**src/rtl/word_distributor16.sv**
```systemverilog
// word_distributor16
// Distributes a valid/ready stream of 32-bit words into a bank of sixteen
// 32-bit holding registers. A word goes either to an addressed slot (mode 0)
// or, in burst mode, to consecutive slots from a start index with wrap-around.
// The bank is exported flat so a 16:1 selector can read any slot back.

module word_distributor16 (
    input  logic         clk,
    input  logic         rst_n,
    input  logic         in_valid,
    output logic         in_ready,
    input  logic [31:0]  in_data,
    input  logic         mode,
    input  logic [3:0]   s,
    input  logic         start,
    input  logic [3:0]   len,
    input  logic         clr,
    output logic [511:0] o_flat,
    output logic [15:0]  slot_valid,
    output logic         busy,
    output logic         done
);

    typedef enum logic [1:0] {
        ST_IDLE  = 2'd0,
        ST_BURST = 2'd1,
        ST_DONE  = 2'd2
    } state_t;

    state_t        state_r;
    state_t        state_nxt_s;
    logic [3:0]    ptr_r;
    logic [3:0]    remaining_r;
    logic [511:0]  bank_r;
    logic [15:0]   slot_valid_r;
    logic [15:0]   slot_valid_nxt_s;
    logic          in_ready_s;
    logic          busy_s;
    logic          done_s;
    logic          xfer_s;
    logic          launch_s;
    logic [3:0]    wr_idx_s;

    // A transfer needs both sides; burst launch only from IDLE in mode 1.
    assign xfer_s   = in_valid & in_ready_s;
    assign launch_s = (state_r == ST_IDLE) & mode & start;

    // Burst writes follow the running pointer, addressed writes follow s.
    assign wr_idx_s = (state_r == ST_BURST) ? ptr_r : s;

    // State register; reset aborts any burst straight back to IDLE.
    always_ff @(posedge clk or negedge rst_n) begin
        if (!rst_n) begin
            state_r <= ST_IDLE;
        end else begin
            state_r <= state_nxt_s;
        end
    end

    // Next-state logic: IDLE -> BURST on launch, BURST -> DONE on last word.
    always_comb begin
        state_nxt_s = state_r;
        case (state_r)
            ST_IDLE: begin
                if (launch_s) begin
                    state_nxt_s = ST_BURST;
                end else begin
                    state_nxt_s = ST_IDLE;
                end
            end
            ST_BURST: begin
                if (xfer_s && (remaining_r == 4'd0)) begin
                    state_nxt_s = ST_DONE;
                end else begin
                    state_nxt_s = ST_BURST;
                end
            end
            ST_DONE: begin
                state_nxt_s = ST_IDLE;
            end
            default: begin
                state_nxt_s = ST_IDLE;
            end
        endcase
    end

    // State-decoded outputs; in_ready depends on state and mode only.
    always_comb begin
        in_ready_s = 1'b0;
        busy_s     = 1'b0;
        done_s     = 1'b0;
        case (state_r)
            ST_IDLE: begin
                in_ready_s = ~mode;
                busy_s     = 1'b0;
                done_s     = 1'b0;
            end
            ST_BURST: begin
                in_ready_s = 1'b1;
                busy_s     = 1'b1;
                done_s     = 1'b0;
            end
            ST_DONE: begin
                in_ready_s = 1'b0;
                busy_s     = 1'b1;
                done_s     = 1'b1;
            end
            default: begin
                in_ready_s = 1'b0;
                busy_s     = 1'b0;
                done_s     = 1'b0;
            end
        endcase
    end

    // Burst pointer and remaining-word counter.
    always_ff @(posedge clk or negedge rst_n) begin
        if (!rst_n) begin
            ptr_r       <= 4'd0;
            remaining_r <= 4'd0;
        end else if (launch_s) begin
            ptr_r       <= s;
            remaining_r <= len;
        end else if ((state_r == ST_BURST) && xfer_s) begin
            ptr_r <= ptr_r + 4'd1;
            if (remaining_r != 4'd0) begin
                remaining_r <= remaining_r - 4'd1;
            end else begin
                remaining_r <= remaining_r;
            end
        end else begin
            ptr_r       <= ptr_r;
            remaining_r <= remaining_r;
        end
    end

    // Data bank: the accepted word lands in its slot; clr leaves data alone.
    always_ff @(posedge clk or negedge rst_n) begin
        if (!rst_n) begin
            bank_r <= 512'd0;
        end else if (xfer_s) begin
            bank_r[{wr_idx_s, 5'd0} +: 32] <= in_data;
        end else begin
            bank_r <= bank_r;
        end
    end

    // Valid map: clr wipes everything, but a same-cycle write re-marks its slot.
    always_comb begin
        if (clr) begin
            slot_valid_nxt_s = 16'h0000;
        end else begin
            slot_valid_nxt_s = slot_valid_r;
        end
        if (xfer_s) begin
            slot_valid_nxt_s[wr_idx_s] = 1'b1;
        end else begin
            slot_valid_nxt_s = slot_valid_nxt_s;
        end
    end

    // Valid map register.
    always_ff @(posedge clk or negedge rst_n) begin
        if (!rst_n) begin
            slot_valid_r <= 16'h0000;
        end else begin
            slot_valid_r <= slot_valid_nxt_s;
        end
    end

    assign in_ready   = in_ready_s;
    assign busy       = busy_s;
    assign done       = done_s;
    assign o_flat     = bank_r;
    assign slot_valid = slot_valid_r;

endmodule

```
**config.mk**
```make
export PLATFORM = sky130hd
export DESIGN_NAME = word_distributor16
export DESIGN_NICKNAME = d
export VERILOG_FILES = /design/src/rtl/word_distributor16.sv
export SDC_FILE = /design/constraint.sdc
export NUM_CORES = 1
export LEC_CHECK = 0
export ABC_AREA = 1
export CAP_MARGIN = 10
export CORE_MARGIN = 3
export CORE_UTILIZATION = 44
export CTS_CLUSTER_SIZE = 28
export DETAILED_ROUTE_END_ITERATION = 10
export PLACE_DENSITY = 0.78
export SETUP_SLACK_MARGIN = 0.05
export SYNTH_ARGS = -nofsm -noshare
export SYNTH_HDL_FRONTEND = slang
export SYNTH_SLANG_ARGS = --single-unit
```
**constraint.sdc**
```tcl
create_clock -name clk -period 3 [get_ports clk]
set_input_delay 0.9 -clock clk [delete_from_list [all_inputs] [get_ports clk]]
set_output_delay 0.9 -clock clk [all_outputs]
set_load 0.02 [all_outputs]
```
==> qor.csv <==
stage,metric,value,unit
status,outcome,completed,
pwr,VDD IR max,811,uV
sta,"Min Clock Period, post-route",2.82,ns
worst_hold_path,class of the tightest hold or removal check,primary input to async pin,
clock_network,CTS tree,built,
critical_path,cell family with most CP delay,buffers and inverters,
global_route,total grt overflow,0,
sta,RSZ-0062 raised after global routing,false,
final_layout,diode count,0,
final_layout,highest-count cells in the layout ignoring fill and taps,"nand2_1 (1145), clkdlybuf4s50_1 (574), dfrtp_1 (538)",
global_route,largest net degree at the start of global routing,77,
global_route,first-pass GRT wire length,131000,um
detailed_routing,# DRC,0,
sta,Final Hold Fails,0,
global_route,initial antenna violation count,2,
critical_path,"slowest stage delay, CP",0.60,ns
critical_path,Startpoint Class,register,
final_layout,storage element area,13500,um2
die,Core ar.,49300,um2
clock_network,H-tree lvl count,2,
flow_run,maxcap violations,0,
sta,Worst Max-Slew Pin Slew,0.802,ns
sta,Setup-failing EPs final,0,
final_layout,area delta synth->final,43.2,%
yosys,synth warn,0,
yosys,Post-synth ARST share,100,%
global_route,Total GRT Usage,31.7,%
final_layout,Final Util,64.3,%
final_layout,NumNets Final,3240,
detailed_routing,WL final,85200,um
critical_path,WP data required,2.10,ns
detailed_routing,Via density,5.52,
die,Cell Rows,81,
yosys,synthesized area per cell,8.72,um2
clock_network,clock sinks,538,
yosys,post-synthesis cell count,2535,
sta,Peak Freq,355,MHz
yosys,"Top FF cell, synth",dfrtp_1,
critical_path,critical path class,register to output port,
critical_path,Slowest cell on crit path,clkdlybuf4s50_1,
critical_path,worst-path maximum fanout,2,
placement,HPWL Detailed,60900,um
sta,clock skew,0.0136,ns
critical_path,WP buf/inv,2,
sta,Final Max Slew Viols,0,
detailed_routing,Initial DRC Count,2069,
final_layout,"most common cell after layout, fill and taps aside",nand2_1,
sta,fin crit share,94.0,%
global_route,vias in the first global route,21600,
final_layout,share of layout cells above drive strength 1,9.52,%
critical_path,CP Cell Sequence,"inv_1, ha_1, clkdlybuf4s50_1",
detailed_routing,Avg WL per Cell,21.9,um
yosys,post-synthesis cell type count,31,
sta,Slew Limit Headroom,46.4,%
pwr,pwr/cell area,1200,nW/um2
clock_network,CTS buffer count,54,
placement,GP Congestion,0.926,
clock_network,clk_lat worst skew,0.60,ns
die,Initial Util,44.9,%
sta,Fin Hold WS,0.208,ns
clock_network,post-cts resize count,2,
clock_network,hold buffer count at cts,0,
critical_path,WP data arrival,1.92,ns
yosys,Synth Cell Area,22100,um2
detailed_routing,Antenna Nets Post-Route,0,
yosys,"flops & latches, synth",538,
detailed_routing,vias,21500,
clock_network,post-CTS setup buffers,0,
final_layout,Filler cells,3931,
die,Die Y,230,um
final_layout,footprint of the multi-input gates,7570,um2
clock_network,Max Root-Sink Buffers,3,
clock_network,clk slew on worst S/H paths,0.06,ns
yosys,Mapped Nets,2593,
yosys,post-synthesis sequential area ratio,60.9,%
placement,I/O Buffers,576,
detailed_routing,drt pass-1 iters,7,
die,floorplan die width,230,um
clock_network,Root Buffer Master,clkbuf_16,
die,num ports,577,
pwr,LEAKAGE,16.1,nW
die,die footprint,53000,um2
critical_path,Worst setup EP type,output port,
yosys,Post-synth EDFFs,0,
[synth_stat cells, types with 2 or more instances]
cell	instances	area share [%]
buf_6	2	0.10
buf_4	20	0.68
clkbuf_1	40	0.68
nand3_1	340	7.7
inv_1	65	1.1
o21ai_1	2	0.045
nor2_2	4	0.11
nor2_4	2	0.10
buf_2	104	2.4
a21oi_1	2	0.045
nor3_1	64	1.4
nand4_2	2	0.11
xor2_1	3	0.12
ha_1	12	0.68
nor2_1	43	0.73
nand2_2	9	0.25
inv_2	4	0.068
nand4_1	33	0.93
o221ai_1	2	0.079
nand2_1	1145	19
o21ai_0	86	1.9
buf_1	5	0.085
dfrtp_1	538	61
[worst reg2reg max path: stages, from the launching register on]
cell,delay (ns)
dfrtp_1,0.40
inv_1,0.09
ha_2,0.30
inv_4,0.08
nand2_1,0.09
nand2_2,0.07
ha_1,0.19
inv_1,0.09
nand2_1,0.07
nand2_2,0.18
nand3_1,0.19
nor2_4,0.65
nand2_1,0.17
nand2_1,0.11
[area by class of cell]
type | count | share of cell area [%]
Multi-Input combinational cell | 1755 | 23.9
Clock inverter | 23 | 0.795
Clock buffer | 75 | 5.00
Timing Repair Buffer | 762 | 24.3
Sequential cell | 538 | 42.5
Inverter | 71 | 0.850
Tap cell | 664 | 2.62
[routing by layer]
metal  up-vias  part of all wire (%)  global-route usage (%)
li1       9371                     -                       -
met1     10500                    38                    40.4
met2      1331                    46                    50.3
met3       250                    11                    8.98
met4         2                   5.3                    14.9
met5         -                 0.015                       0
[state kept, by name, indices dropped and copies added (netlist names)]
| register | count |
|---|---|
| remaining_r | 4 |
| state_r | 2 |
| slot_valid | 16 |
| o_flat | 512 |
| ptr_r | 4 |
[cell families (layout without fill, tap and decap cells)]
kind of cell / count (synthesis) / in the layout / synth area share (%)
AOI/OAI and AO/OA: 95 / 95 / 2.22
xor gates and xnor gates: 4 / 4 / 0.159
buffers and inverters: 242 / 931 / 5.12
DFF: 538 / 538 / 60.9
adders and majority gates: 12 / 12 / 0.679
and+or+nand+nor: 1644 / 1644 / 30.9
[stage by stage]
| stage | std cells | worst slack, ns | cell area, um2 | power [W] | setup TNS (ns) |
|---|---|---|---|---|---|
| 2_1_floorplan | 2535 | 0.173 | 22100 | 0.0202 | 0 |
| 3_3_place_gp | 3790 | -0.158 | 29800 | 0.0302 | -12.74 |
| 3_5_place_dp | 3790 | -0.286 | 29800 | 0.0307 | -34.74 |
| 4_1_cts | 3888 | 0.164 | 31700 | 0.0378 | 0 |
| 5_1_grt | 3888 | 0.0682 | 31700 | 0.0396 | 0 |
| 6_report | 3888 | 0.181 | 31700 | 0.0379 | 0 |
[final timing paths]
| path | slack [ns] | from | endpoint | cells past startpoint |
|---|---|---|---|---|
| setup / recovery | 0.18 | state_r[0] | busy | 3 |
| hold / removal | 0.21 | rst_n | o_flat[420] | 1 |
| setup reg to reg | 0.25 | state_r[1] | o_flat[245] | 13 |
| hold reg to reg | 0.47 | o_flat[254] | o_flat[254] | 2 |
| max in group asynchronous | 1.87 | rst_n | o_flat[368] | 2 |
| min in group clk | 0.47 | o_flat[254] | o_flat[254] | 2 |
[power by group]
group	internal (W)	switching, W	leakage, nW
Sequential	0.00970	0.00166	7.18
Clock	0.00411	0.00289	0.920
Combinational	0.00759	0.0120	8.03
Total	0.0214	0.0165	16.1
(Power assumes the default switching activity.)
